**src/rtl/sram_port_arbiter.sv**
```systemverilog
// Two-master arbiter for the sram read/write port: round-robin with a bounded burst, or fixed
// M0 priority when SRAM_ARB_FIXED_PRIO_EN is defined. Read data returns one cycle after grant.
module sram_port_arbiter #(
  parameter int unsigned AW        = 13,
  parameter int unsigned DW        = 32,
  parameter int unsigned MAX_BURST = 4
) (
  input  logic            clk_i,
  input  logic            rst_ni,
  input  logic            m0_req_i,
  input  logic            m0_we_i,
  input  logic [AW-1:0]   m0_addr_i,
  input  logic [DW/8-1:0] m0_byteen_i,
  input  logic [DW-1:0]   m0_wdata_i,
  output logic            m0_gnt_o,
  output logic            m0_rvalid_o,
  output logic [DW-1:0]   m0_rdata_o,
  input  logic            m1_req_i,
  input  logic            m1_we_i,
  input  logic [AW-1:0]   m1_addr_i,
  input  logic [DW/8-1:0] m1_byteen_i,
  input  logic [DW-1:0]   m1_wdata_i,
  output logic            m1_gnt_o,
  output logic            m1_rvalid_o,
  output logic [DW-1:0]   m1_rdata_o,
  output logic [AW-1:0]   sram_addr_o,
  output logic [DW/8-1:0] sram_byteen_o,
  output logic [DW-1:0]   sram_data_o,
  output logic            sram_wren_o,
  input  logic [DW-1:0]   sram_q_i
);

  localparam int unsigned BW = DW / 8;

  typedef enum logic [1:0] {StIdle, StOwn0, StOwn1} state_e;

  state_e          state_q, state_d;
  logic            last_owner_q, last_owner_d;
  logic [3:0]      burst_cnt_q, burst_cnt_d;
  logic [AW-1:0]   addr_q, addr_d;
  logic [BW-1:0]   byteen_q, byteen_d;
  logic [DW-1:0]   data_q, data_d;
  logic            rvalid_q, rvalid_d;
  logic            rd_owner_q, rd_owner_d;

  logic            any_req;
  logic            win;
  logic            issue;
  logic            sel_we;
  logic [AW-1:0]   sel_addr;
  logic [BW-1:0]   sel_byteen;
  logic [DW-1:0]   sel_wdata;

`ifndef SRAM_ARB_FIXED_PRIO_EN
  localparam logic [3:0] MaxBurst = 4'(MAX_BURST);
`endif

  assign any_req = m0_req_i | m1_req_i;

  always_comb begin
    state_d      = state_q;
    last_owner_d = last_owner_q;
    burst_cnt_d  = burst_cnt_q;
    win          = 1'b0;
    if (m0_req_i ^ m1_req_i) begin
      win = m1_req_i;
    end else if (any_req) begin
`ifdef SRAM_ARB_FIXED_PRIO_EN
      win = 1'b0;
`else
      unique case (state_q)
        StOwn0:  win = (burst_cnt_q >= MaxBurst);
        StOwn1:  win = (burst_cnt_q <  MaxBurst);
        default: win = ~last_owner_q;
      endcase
`endif
    end

    if (!any_req) begin
      state_d     = StIdle;
      burst_cnt_d = '0;
    end else begin
      state_d      = win ? StOwn1 : StOwn0;
      last_owner_d = win;
      // Owner change (including leaving idle) restarts the burst; count only contested grants.
      if (state_d != state_q) begin
        burst_cnt_d = 4'd1;
      end else if ((win ? m0_req_i : m1_req_i) && (burst_cnt_q != 4'hF)) begin
        burst_cnt_d = burst_cnt_q + 4'd1;
      end
    end
  end

  always_comb begin
    sel_we     = win ? m1_we_i     : m0_we_i;
    sel_addr   = win ? m1_addr_i   : m0_addr_i;
    sel_byteen = win ? m1_byteen_i : m0_byteen_i;
    sel_wdata  = win ? m1_wdata_i  : m0_wdata_i;

    addr_d     = any_req ? sel_addr   : addr_q;
    byteen_d   = any_req ? sel_byteen : byteen_q;
    data_d     = any_req ? sel_wdata  : data_q;
    rvalid_d   = any_req & ~sel_we;
    rd_owner_d = win;
  end

  // Reset only gates the outputs so no grant or write can escape while rst_ni is low.
  assign issue         = any_req & rst_ni;
  assign m0_gnt_o      = issue & ~win;
  assign m1_gnt_o      = issue & win;
  assign sram_wren_o   = issue & sel_we;
  assign sram_addr_o   = issue ? sel_addr   : addr_q;
  assign sram_byteen_o = issue ? sel_byteen : byteen_q;
  assign sram_data_o   = issue ? sel_wdata  : data_q;

  assign m0_rvalid_o = rvalid_q & ~rd_owner_q;
  assign m1_rvalid_o = rvalid_q & rd_owner_q;
  assign m0_rdata_o  = sram_q_i;
  assign m1_rdata_o  = sram_q_i;

  always_ff @(posedge clk_i or negedge rst_ni) begin
    if (!rst_ni) begin
      state_q      <= StIdle;
      last_owner_q <= 1'b1;
      burst_cnt_q  <= '0;
      addr_q       <= '0;
      byteen_q     <= '0;
      data_q       <= '0;
      rvalid_q     <= 1'b0;
      rd_owner_q   <= 1'b0;
    end else begin
      state_q      <= state_d;
      last_owner_q <= last_owner_d;
      burst_cnt_q  <= burst_cnt_d;
      addr_q       <= addr_d;
      byteen_q     <= byteen_d;
      data_q       <= data_d;
      rvalid_q     <= rvalid_d;
      rd_owner_q   <= rd_owner_d;
    end
  end

endmodule

```
**config.mk**
```make
export PLATFORM = sky130hd
export DESIGN_NAME = sram_port_arbiter
export DESIGN_NICKNAME = d
export VERILOG_FILES = /design/src/rtl/sram_port_arbiter.sv
export SDC_FILE = /design/constraint.sdc
export NUM_CORES = 1
export LEC_CHECK = 0
export ABC_AREA = 1
export ABC_CLOCK_PERIOD_IN_PS = 2700
export CORE_MARGIN = 8
export CORE_UTILIZATION = 39
export DETAILED_ROUTE_END_ITERATION = 8
export GPL_ROUTABILITY_DRIVEN = 0
export PLACE_DENSITY = 0.81
export SLEW_MARGIN = 20
export SYNTH_ARGS = -nofsm -noshare
export SYNTH_HDL_FRONTEND = slang
export SYNTH_SLANG_ARGS = --single-unit
```
**constraint.sdc**
```tcl
create_clock -name clk_i -period 2.7 [get_ports clk_i]
set_input_delay 0.54 -clock clk_i [delete_from_list [all_inputs] [get_ports clk_i]]
set_output_delay 0.54 -clock clk_i [all_outputs]
set_load 0.005 [all_outputs]
```
==> results, run 1 <==
- Across all setup checks in the final design, the least slack found is -154.9 ps.
- Counting flops with a built-in enable in the synthesized netlist gives 0.
- Hold timing on the final database bottoms out at a slack of 397.0 ps.
- The clock passes through at most 2 buffers.
- For this block, the initial DRC count from the detailed router was 213.
- The final number of hold-violating endpoints is 0.
- In the synthesized netlist the dominant register cell turns out to be dfrtp_1.
- For this design the ratio of total power to cell area is 625.6 nW/um^2.
- Yosys mapped the design onto 19 distinct sky130hd cell types.
- The fraction of the cycle the final worst path needs is 1.057.
- The detailed router used layers up to and including met4.
- The worst setup path is captured at a primary output.
- Detailed routing placed a total of just over 7000 um of wire on met2.
- The checks that failed: negative setup slack.
- The largest net degree at the start of global routing is about 100.
- The net total in the final layout is 943.
- The count of final setup violators is 39.
- The library cell used as clock root buffer is clkbuf_16.
- The floorplan step defined a core boundary enclosing 10940 um^2.
- The measured slew at the worst slew-check pin is 994.3 ps.
- The final wirelength is 14940 um.
- The worst-case IR drop observed on VDD is 0.0002973 V.
- The final count of pins violating max slew came to 0.
- After routing the design area is about 7000 um^2.
- Max-cap violations in this run came to 0.
- At the worst endpoint, the arrival time is 2310 ps.
- Overall power consumption after layout is estimated at between 4 and 5 mW.
- The floorplan die area is 14940 um^2.
- The worst pin sits at a relative slew slack of 0.3372.
- The relative area change from synthesis to final layout is 59.66%.
- By area the synthesized netlist is led by dfrtp_1 32%, nand3_1 17%, inv_1 14%.
- For this run, the top clock speed supported by timing is 350.3 MHz.
- After synthesis the netlist holds a flip-flop and latch count of 58.
- The number of standard cells after synthesis is 665.
- In this run the worst path has a maximum fanout of 5.
- The diode insertion count for antenna repair is 0.
- Port buffering added 157 buffers.
- The number of sinks on the clock net is 58.
- The sequential area share after synthesis is 0.3300.
- Dividing the detail-routed wire length by the instance count gives ~16 um.
- The floorplan has 38 rows.
- Grouping stages by cell kind, the critical path spends the most delay in buffers and inverters.
- The slowest cell on the critical path is dfrtp_1.
- The buffers plus inverters on the worst setup path is 7.
- The total routed wire length on the met1 layer is 6088 um.
- Global routing finished with a remaining overflow of 0.
- In the synthesized netlist the async set-or-reset flop fraction comes to 1.000.
- Detailed routing inserted a total of 4695 vias.
- Of the post-synthesis cell area, the dominant cell type holds 0.3240.
- The die is 122.2 um wide.
- The startpoint-to-endpoint class of the critical path is flop to primary output.
- The flow ran to the end, but the final reports show violations.
- The critical path required time is around 2200 ps.
- After synthesis, the most frequently instantiated cells are 161 x inv_1, 152 x nand3_1, 71 x o21ai_0, 67 x nand2_1, 64 x buf_4.
- The routed length on met3 is between 1000 and 1500 um.
- The wire length of the first global-routing pass is 21770 um.
- The synthesized area is 4402 um^2.
- The largest total area in the synthesized netlist belongs to dfrtp_1.
- The number of clock buffers inserted by TritonCTS is 9.
- The largest stage delay on the critical path is 410 ps.
- The post-route antenna net violation count is 0.
- The worst setup path is launched from a flop.
- In this run the number of H-tree levels came out at 3.
- The setup skew after layout is 5.060 ps.
- The clock-pin slew of the registers on the worst-case setup and hold paths is 60 ps.
- The starting utilization of the core area is 0.4025.
- The TritonCTS clock tree is yes.
- The number of global-route vias before repair is 4463.
- The clock latency of the later-clocked register in the worst-skew pair is approximately 320 ps.
- At the placement stage, the worst setup path has a slack of -655.6 ps.
- The number of antenna violations at the first check in global routing is 0.
- Traced cell by cell, the critical path runs through inv_2 > ha_4 > inv_4 > o21ai_2 > inv_2 > nand2_4 > nand2_8 > buf_12 > buf_16 > buf_12 > nand2_4 > nand3_2 > o21ai_1 > buf_2.
- In the final layout, the share of cells above drive strength 1 is 0.3160.
- The number of DRC violations after detailed routing is 0.
- For this design the static power due to leakage is 3.774 nW.
- The number of detailed-routing iterations run before antenna repair is 4.
- The count of synthesis-stage warnings from yosys is 0.
- Dividing the detail-routed via count by the number of cells gives 4.958.
- The fill cell instance count of the final layout is 925.
- Detailed placement ended at an HPWL of between 8000 and 9000 um.
- The total I/O pin count is ~250.
- The cell with the most instances after synthesis is inv_1.
- The die is about 120 um tall.
- Hold repair after CTS inserted 0 buffers.
- Across every metal layer, demand over resource in global routing totals 0.1795.
- The placed instances occupy a cell area of 5733 um^2.
- Setup repair after global routing could not meet its margin everywhere.
- The worst hold path belongs to the class input pin to asynchronous set/reset pin.
- After layout, the minimum clock period comes to roughly 2900 ps.
- Synthesis produced a netlist with a net count of 806.
- The mean post-synth cell area is 6.619 um^2.
## stage by stage
| stage | util | instances | TNS [ps] |
|---|---|---|---|
| after floorplan | - | 665 | 0 |
| after global placement | 0.5243 | 888 | -29890 |
| after detailed placement | 0.5243 | 888 | -30980 |
| after CTS | 0.5854 | 937 | -472.7 |
| after global routing | 0.6427 | 947 | -7174 |
| final | 0.6427 | 947 | -2279 |
## repair_timing
| item | 4_1_cts | 5_1_grt |
|---|---|---|
| gates resized for setup | 196 | 194 |
| buffers inserted | 27 | 5 |
| pin swaps | 5 | 16 |
| endpoints found under the setup margin | 52 | 55 |
| gates cloned | 6 | 5 |
| hold endpoints to repair | 0 | 0 |
## flip-flops by register name, indices dropped and copies added (netlist names)
register	count
burst_cnt_q	4
rvalid_q	1
data_q	32
last_owner_q	1
rd_owner_q	1
state_q	2
addr_q	13
byteen_q	4
## power by group
group	switching, mW	total, mW	internal [mW]
registers	0.0647	1.12	1.05
logic	1.05	2.14	1.08
clock network	0.403	1.14	0.738
## cells by family after synthesis
kind of cell,synth area share
simple gates,0.2413
xor+xnor,0.005970
compound gates,0.1160
fa+ha+maj,0.01421
flops,0.3300
buf+inv,0.2925
## area by class of cell
class	count	area [um^2]	share of cell area
Inverter	165	621.8	0.08848
Clock buffer	10	239.0	0.03400
Timing Repair Buffer	227	2205	0.3137
Sequential cell	58	1453	0.2067
Tap cell	140	175.2	0.02492
Clock inverter	6	66.31	0.009436
Multi-Input combinational cell	341	2268	0.3228
## placed cells by master (no fill, tap or decap), types with 11 or more instances in the layout
master and instances:
o21ai_1 42, nand3_1 98, nand3_2 51, buf_12 11, nand2_4 26, buf_4 40
clkbuf_16 13, inv_1 157, nand2_2 14, clkdlybuf4s50_1 102, nand2_1 27, dfrtp_1 57
o21ai_0 51, buf_2 48
## routing by layer
metal,vias to the layer above,track usage
li1,2290,-
met1,2183,0.2192
met2,186,0.2914
met3,36,0.04823
met4,0,0.08149
met5,-,0
## path summary, 6_finish.rpt
check                                      startpoint  cells after the start                    endpoint  slack (ps)
worst max-delay path             state_q[0]$_DFF_PN0_                     14              sram_addr_o[2]        -150
worst min-delay path                           rst_ni                      2          rvalid_q$_DFF_PN0_         400
worst max register to register   state_q[0]$_DFF_PN0_                     21  burst_cnt_q[3]$_DFFE_PN0P_        -120
worst min register to register  addr_q[8]$_DFFE_PN0P_                      2       addr_q[8]$_DFFE_PN0P_         520
max in group asynchronous                      rst_ni                      2      data_q[20]$_DFFE_PN0P_        1800
min in group clk_i              addr_q[8]$_DFFE_PN0P_                      2       addr_q[8]$_DFFE_PN0P_         520
Power figures use the tool's default switching activity.
==> inputs of run 2 (changes only) <==
--- a/config.mk
+++ b/config.mk
@@ -8,10 +8,11 @@
 export ABC_AREA = 1
 export ABC_CLOCK_PERIOD_IN_PS = 2700
 export CORE_MARGIN = 8
-export CORE_UTILIZATION = 39
+export CORE_UTILIZATION = 35
 export DETAILED_ROUTE_END_ITERATION = 8
 export GPL_ROUTABILITY_DRIVEN = 0
-export PLACE_DENSITY = 0.81
+export GPL_TIMING_DRIVEN = 0
+export PLACE_DENSITY = 0.77
 export SLEW_MARGIN = 20
 export SYNTH_ARGS = -nofsm -noshare
 export SYNTH_HDL_FRONTEND = slang
==> results, run 2 (synthesis results as in run 1) <==
- Excluding fillers, the count of instances in the completed layout stands at roughly 1100.
- The final number of hold-violating endpoints is 0.
- Leaving out fill and tap cells, the most frequent cell in the layout is clkdlybuf4s50_1.
- The first global-routing pass estimated 26000 um of wire.
- The repair_antennas step left the layout with diodes totalling 0.
- The max-cap check violation count is 0.
- The die covers around 16000 um^2.
- In the final routed layout, each cell accounts on average for 15.58 um.
- The critical path data arrival time is 2130 ps.
- Measured along the x axis, the die boundary spans 128.1 um.
- After the first detailed-routing iteration, the DRC count stood at 198.
- Based on the critical path, the design can be clocked at up to 374.4 MHz.
- In this run the tool buffered the top-level ports with 221 buffer cells.
- After layout, the design draws a total of 4.155 mW.
- The number of antenna violations at the first check in global routing came to 0.
- OpenSTA, run right after detailed placement, puts the worst setup slack at -990.5 ps.
- The number of clock buffers inserted by TritonCTS is 9.
- Setup violations remaining at the end of the flow were counted as 0.
- The leakage dissipation is 3.969 nW.
- The number of placement rows is ~40.
- The setup skew after layout is 6.562 ps.
- The clock-pin slew of the registers on the worst-case setup and hold paths is 50 ps.
- For this run, the total global-route usage over all layers was measured as 0.1971.
- The detailed-route vias per instance is 4.665.
- In this run the power density over the cells is 552.3 nW/um^2.
- The H-tree generated during clock tree synthesis spans 3 levels.
- After routing, the total negative slack on setup checks comes to 0 ps.
- In the post-route analysis, the smallest setup slack over all paths is 29.11 ps.
- The wire-length estimate of the detail-placed layout is 12580 um.
- TritonCTS built the clock tree.
- The worst-case headroom to the max-slew limit is 0.5725.
- Clock tree synthesis selected as its root buffer the cell clkbuf_16.
- The total number of vias is between 5000 and 6000.
- For this run, design rule violations remaining after detail routing come to 0.
- The vertical die dimension is 128.1 um.
- The finished cells cover 7523 um^2.
- 254 I/O pins were placed.
- The smallest clock period supported by the final layout is computed as between 2000 and 3000 ps.
- The flow ran to the end, and the final reports show no timing, DRC or antenna violations.
- The final count of pins violating max slew came to 0.
- The layout cell share with drive strength beyond 1 is 0.2757.
- Once placement finished, the instance area stood at 6847 um^2.
- The library cells used most frequently in the layout, excluding fill and tap cells, are 166 x clkdlybuf4s50_1, 158 x inv_1, 127 x nand3_1.
- The register with the most flip-flops in the layout has 32 of them.
- The count of hold-fix buffers inserted at cts is 0.
- For this run, the post-layout net count is 1051.
- The clock passes through at most 2 buffers.
- The largest net degree at the start of global routing is 35.
- The number of cells after detailed placement is 1059.
- The number of global-route vias before repair is 5188.
- Setup repair after global routing could not meet its margin everywhere.
- The worst-case IR drop observed on VDD is 0.0002702 V.
- Compared with the post-synthesis result, the final layout area differs by 70.92%.
- The number of sinks on the clock net is 58.
- The critical path endpoint category is a primary output.
- In this run the worst hold path is classified as input pin to asynchronous set/reset pin.
- For this run the aggregate overflow at the end of global routing stands at 0.
- The number of detailed-routing iterations run before antenna repair is 4.
- The critical path required time is around 2200 ps.
- The worst setup path is launched from a flop.
- The fill cell instance count of the final layout is between 1000 and 1500.
- data_q holds more flip-flops than any other register.
- The maximum fanout along the worst path is 9.
- By startpoint and endpoint, the worst setup path is classified as flop to primary output.
- The clock reaches the later pin of the worst-skew pair after 320 ps.
- The post-route antenna net violation count is 0.
- The core area is 12470 um^2.
- Dividing the final minimum period by the clock period gives 0.9892.
- For the pin with the worst max-slew slack, the measured transition is 641.2 ps.
- The starting utilization of the core area is 0.3531.
- The largest registers in the layout are data_q x32, addr_q x13.
- For this block, the routed nets add up to between 15000 and 20000 um of wire.
run 2: area by class of cell:
type	instances	area [um^2]	share of cell area
Multi-Input combinational cell	341	2006	0.2666
Sequential cell	58	1453	0.1931
Tap cell	172	215.2	0.02860
Buffer	100	740.7	0.09845
Inverter	165	621.8	0.08265
Clock inverter	2	35.03	0.004657
Clock buffer	13	270.3	0.03592
Timing Repair Buffer	235	2182	0.2900
run 2: worst paths after layout:
check	startpoint	end	slack, ps	cells after the start
setup / recovery	state_q[0]$_DFF_PN0_	sram_addr_o[7]	30	13
min in group clk_i	addr_q[12]$_DFFE_PN0P_	addr_q[12]$_DFFE_PN0P_	520	2
setup reg to reg	state_q[0]$_DFF_PN0_	data_q[19]$_DFFE_PN0P_	910	11
hold reg to reg	addr_q[12]$_DFFE_PN0P_	addr_q[12]$_DFFE_PN0P_	520	2
hold / removal	rst_ni	burst_cnt_q[2]$_DFFE_PN0P_	30	1
max in group asynchronous	rst_ni	last_owner_q$_DFFE_PN1P_	2190	2
run 2: timing repair:
action                                 in CTS  in global routing
cloned                                      4                  1
gates resized for setup                   246                122
setup endpoints to repair                  52                 52
endpoints found under the hold margin       0                  0
buffers inserted                            8                  2
pin swaps                                   3                  4
run 2: layer usage:
metal / wire length, um / share of wire / global-route usage
met5: 0 / 0 / 0
met4: 366 / 0.022 / 0.06084
met3: 1345 / 0.080 / 0.05200
met2: 8393 / 0.50 / 0.3507
met1: 6813 / 0.40 / 0.2249
run 2: report_power, final:
group          switching (mW)  internal (mW)
registers              0.0610           1.05
logic                   0.947          0.925
clock network           0.388          0.783
total                    1.40           2.76
run 2: metrics by stage:
stage | util | hold WS (ps)
finish | 0.6035 | 34.45
global route | 0.6035 | 37.66
CTS | 0.5928 | 59.71
detailed placement | 0.5492 | 480.8
global placement | 0.5478 | 498.9
floorplan | - | 244.4
run 2: critical path: stages, from the launching register on:
cell	delay [ps]
dfrtp_1	390
inv_2	70
ha_4	260
inv_2	40
o21ai_2	130
inv_2	50
nand2_4	100
nand2_4	70
buf_12	160
buf_8	130
nand2_1	80
nand3_1	80
o21ai_1	100
buf_2	140
==> inputs of run 3 (changes only) <==
--- a/config.mk
+++ b/config.mk
@@ -7,6 +7,7 @@
 export LEC_CHECK = 0
 export ABC_AREA = 1
 export ABC_CLOCK_PERIOD_IN_PS = 2700
+export CORE_ASPECT_RATIO = 0.8
 export CORE_MARGIN = 8
 export CORE_UTILIZATION = 35
 export DETAILED_ROUTE_END_ITERATION = 8
==> results, run 3 (synthesis results as in run 1) <==
- The flow ran to the end, but the final reports show violations.
- The checks that failed: negative setup slack.
- The startpoint class of the critical path is a flop.
- Setup repair after global routing could not meet its margin everywhere.
- In this run the standard cell core region covers 12210 um^2.
- The area occupied by multi-input gates is roughly 2100 um^2.
- ~250 I/O pins were placed.
- The number of clock buffers inserted by TritonCTS is 9.
- The worst reg2reg path depth is 14.
- The total number of vias is 5108.
- The first detailed-routing pass ran for 5 iterations.
- Entering global routing, the biggest net connects 37 pins.
- The measured slew at the worst slew-check pin is approximately 700 ps.
- The number of global-route vias before repair was 5058.
- The HPWL after detailed placement is 12500 um.
- The number of antenna violations at the first check in global routing came to 0.
- Static timing analysis puts the maximum clock frequency at roughly 360 MHz.
- For the final routed database, the setup TNS stands at -354.5 ps.
- In the final layout, the registers with the most flip-flops are data_q x32, addr_q x13.
- For the final database, setup skew stands at 7.171 ps.
- The final number of hold-violating endpoints came to 0.
- The total global routing track utilization is 0.1982.
- The final count of pins violating max slew is 0.
- For this design the static power due to leakage is 4.086 nW.
- The wire length of the first global-routing pass is 25740 um.
- The completed layout was analyzed and its total power is 4.169 mW.
- The relative area change from synthesis to final layout is 74.13%.
- The DRC marker count from the first detailed-route iteration is 322.
- Headroom to the max-slew limit came out at 0.5366.
- Clock-pin slew was measured on the worst setup and hold paths at 50 ps.
- For this configuration, the core starts out at a cell density of 0.3606.
- The post-route antenna net violation count is 0.
- The count of final setup violators is 15.
- The count of buffers from port buffering is 221.
- The diode insertion count for antenna repair is 0.
- The worst register-to-register path has a setup slack of between 700 and 800 ps.
- In the final routed layout, each cell accounts on average for 15.80 um.
- Max-cap violations in this run came to 0.
- The startpoint-to-endpoint class of the critical path is flop to primary output.
- In this run the number of H-tree levels came out at 3.
- In this run the deepest clock path goes through 2 buffers.
- Of the available clock period, the critical path in the final layout requires 1.020.
- The critical path required time is about 2200 ps.
- Dividing total power by cell area gives a power density of 543.9 nW/um^2.
- IR analysis of the VDD net gives a maximum drop of around 0.00028 V.
- In the routed layout, each cell is associated on average with a via count of ~4.7.
- The library cell used as clock root buffer is clkbuf_16.
- Leaving out fill and tap cells, the most frequent cell in the layout is clkdlybuf4s50_1.
- The critical path data arrival time is 2210 ps.
- Ranked by flip-flop count, first place goes to data_q.
- The total congestion overflow is 0.
- For the worst-skew pair, the clock arrives at the later sink with an insertion delay of 330 ps.
- The number of DRC violations after detailed routing is 0.
- The register with the most flip-flops in the layout has 32 of them.
- The end-of-flow core utilization is 0.6279.
- The worst setup slack after layout is -52.67 ps.
- The count of hold-fix buffers inserted at cts is 0.
- From bottom edge to top edge, the die measures 116.3 um.
- The layout cell share with drive strength beyond 1 is 0.2952.
- The critical path endpoint category is a primary output.
- After filler insertion, the fill cell instance count of the layout stands at 1060.
- The floorplan has 36 rows.
- The time the worst path needs with I/O delays and setup is 2753 ps.
- The die covers between 15000 and 20000 um^2.
- The net count of the finished layout is 1054.
- The clock net in this run drives a total of 58 sinks.
- The die is 141.4 um wide.
- TritonCTS built the clock tree.
- The worst hold-check path type is input pin to asynchronous set/reset pin.
- In the layout the commonest cells are 166 x clkdlybuf4s50_1, 158 x inv_1, 120 x nand3_1.
- The final worst hold slack is approximately 110 ps.
- The maximum fanout along the worst path is 8.
- For this block, the routed nets add up to 17210 um of wire.
- The sequential cell area is 1453 um^2.
run 3: area by class of cell:
| class | count | share of cell area |
|---|---|---|
| repair buffers | 237 | 0.2822 |
| multi-input cells | 341 | 0.2795 |
| plain buffers | 101 | 0.1020 |
| clock buffers | 14 | 0.03575 |
| flip-flops and latches | 58 | 0.1895 |
| inverters | 165 | 0.08178 |
| clock inverters | 2 | 0.001306 |
| well taps | 171 | 0.02791 |
run 3: worst paths after layout:
check,start,endpoint
setup / recovery,state_q[0]$_DFF_PN0_,sram_addr_o[6]
hold / removal,rst_ni,burst_cnt_q[2]$_DFFE_PN0P_
setup reg to reg,state_q[0]$_DFF_PN0_,addr_q[4]$_DFFE_PN0P_
hold reg to reg,data_q[31]$_DFFE_PN0P_,data_q[31]$_DFFE_PN0P_
max in group asynchronous,rst_ni,last_owner_q$_DFFE_PN1P_
min in group clk_i,data_q[31]$_DFFE_PN0P_,data_q[31]$_DFFE_PN0P_
run 3: timing repair:
item                                    4_1_cts  5_1_grt
resized for setup                           232      175
endpoints found under the setup margin       52       51
pin swaps                                     5        3
gates cloned                                  2        1
setup buffers                                 9        3
run 3: power breakdown:
part           total (mW)  internal, mW  switching [mW]
clock network        1.09         0.693           0.394
registers            1.11          1.05          0.0611
logic                1.97         0.964            1.01
run 3: critical path: stages (launching register included):
cell,delay (ps)
dfrtp_1,410
inv_2,70
ha_4,270
inv_4,30
o21ai_2,110
inv_2,50
nand2_4,90
nand2_4,60
buf_12,160
buf_12,130
buf_12,130
nand2_4,60
nand3_2,50
o21ai_1,90
buf_2,150
run 3: stage by stage:
| stage | setup slack (ps) | cells | cell area (um^2) |
|---|---|---|---|
| finish | -52.67 | 1089 | 7665 |
| global route | -158.2 | 1089 | 7665 |
| CTS | -62.75 | 1085 | 7330 |
| detailed placement | -916.7 | 1058 | 6845 |
| global placement | -3034 | 1057 | 6828 |
| floorplan | 457.5 | 665 | 4402 |
run 3: metal layers:
layer / vias to the layer above / global-route usage / wire length (um)
met5: - / 0 / 0
met4: 0 / 0.06567 / 194
met3: 18 / 0.06046 / 1457
met2: 210 / 0.3063 / 8066
met1: 2377 / 0.2598 / 7491
li1: 2503 / - / -
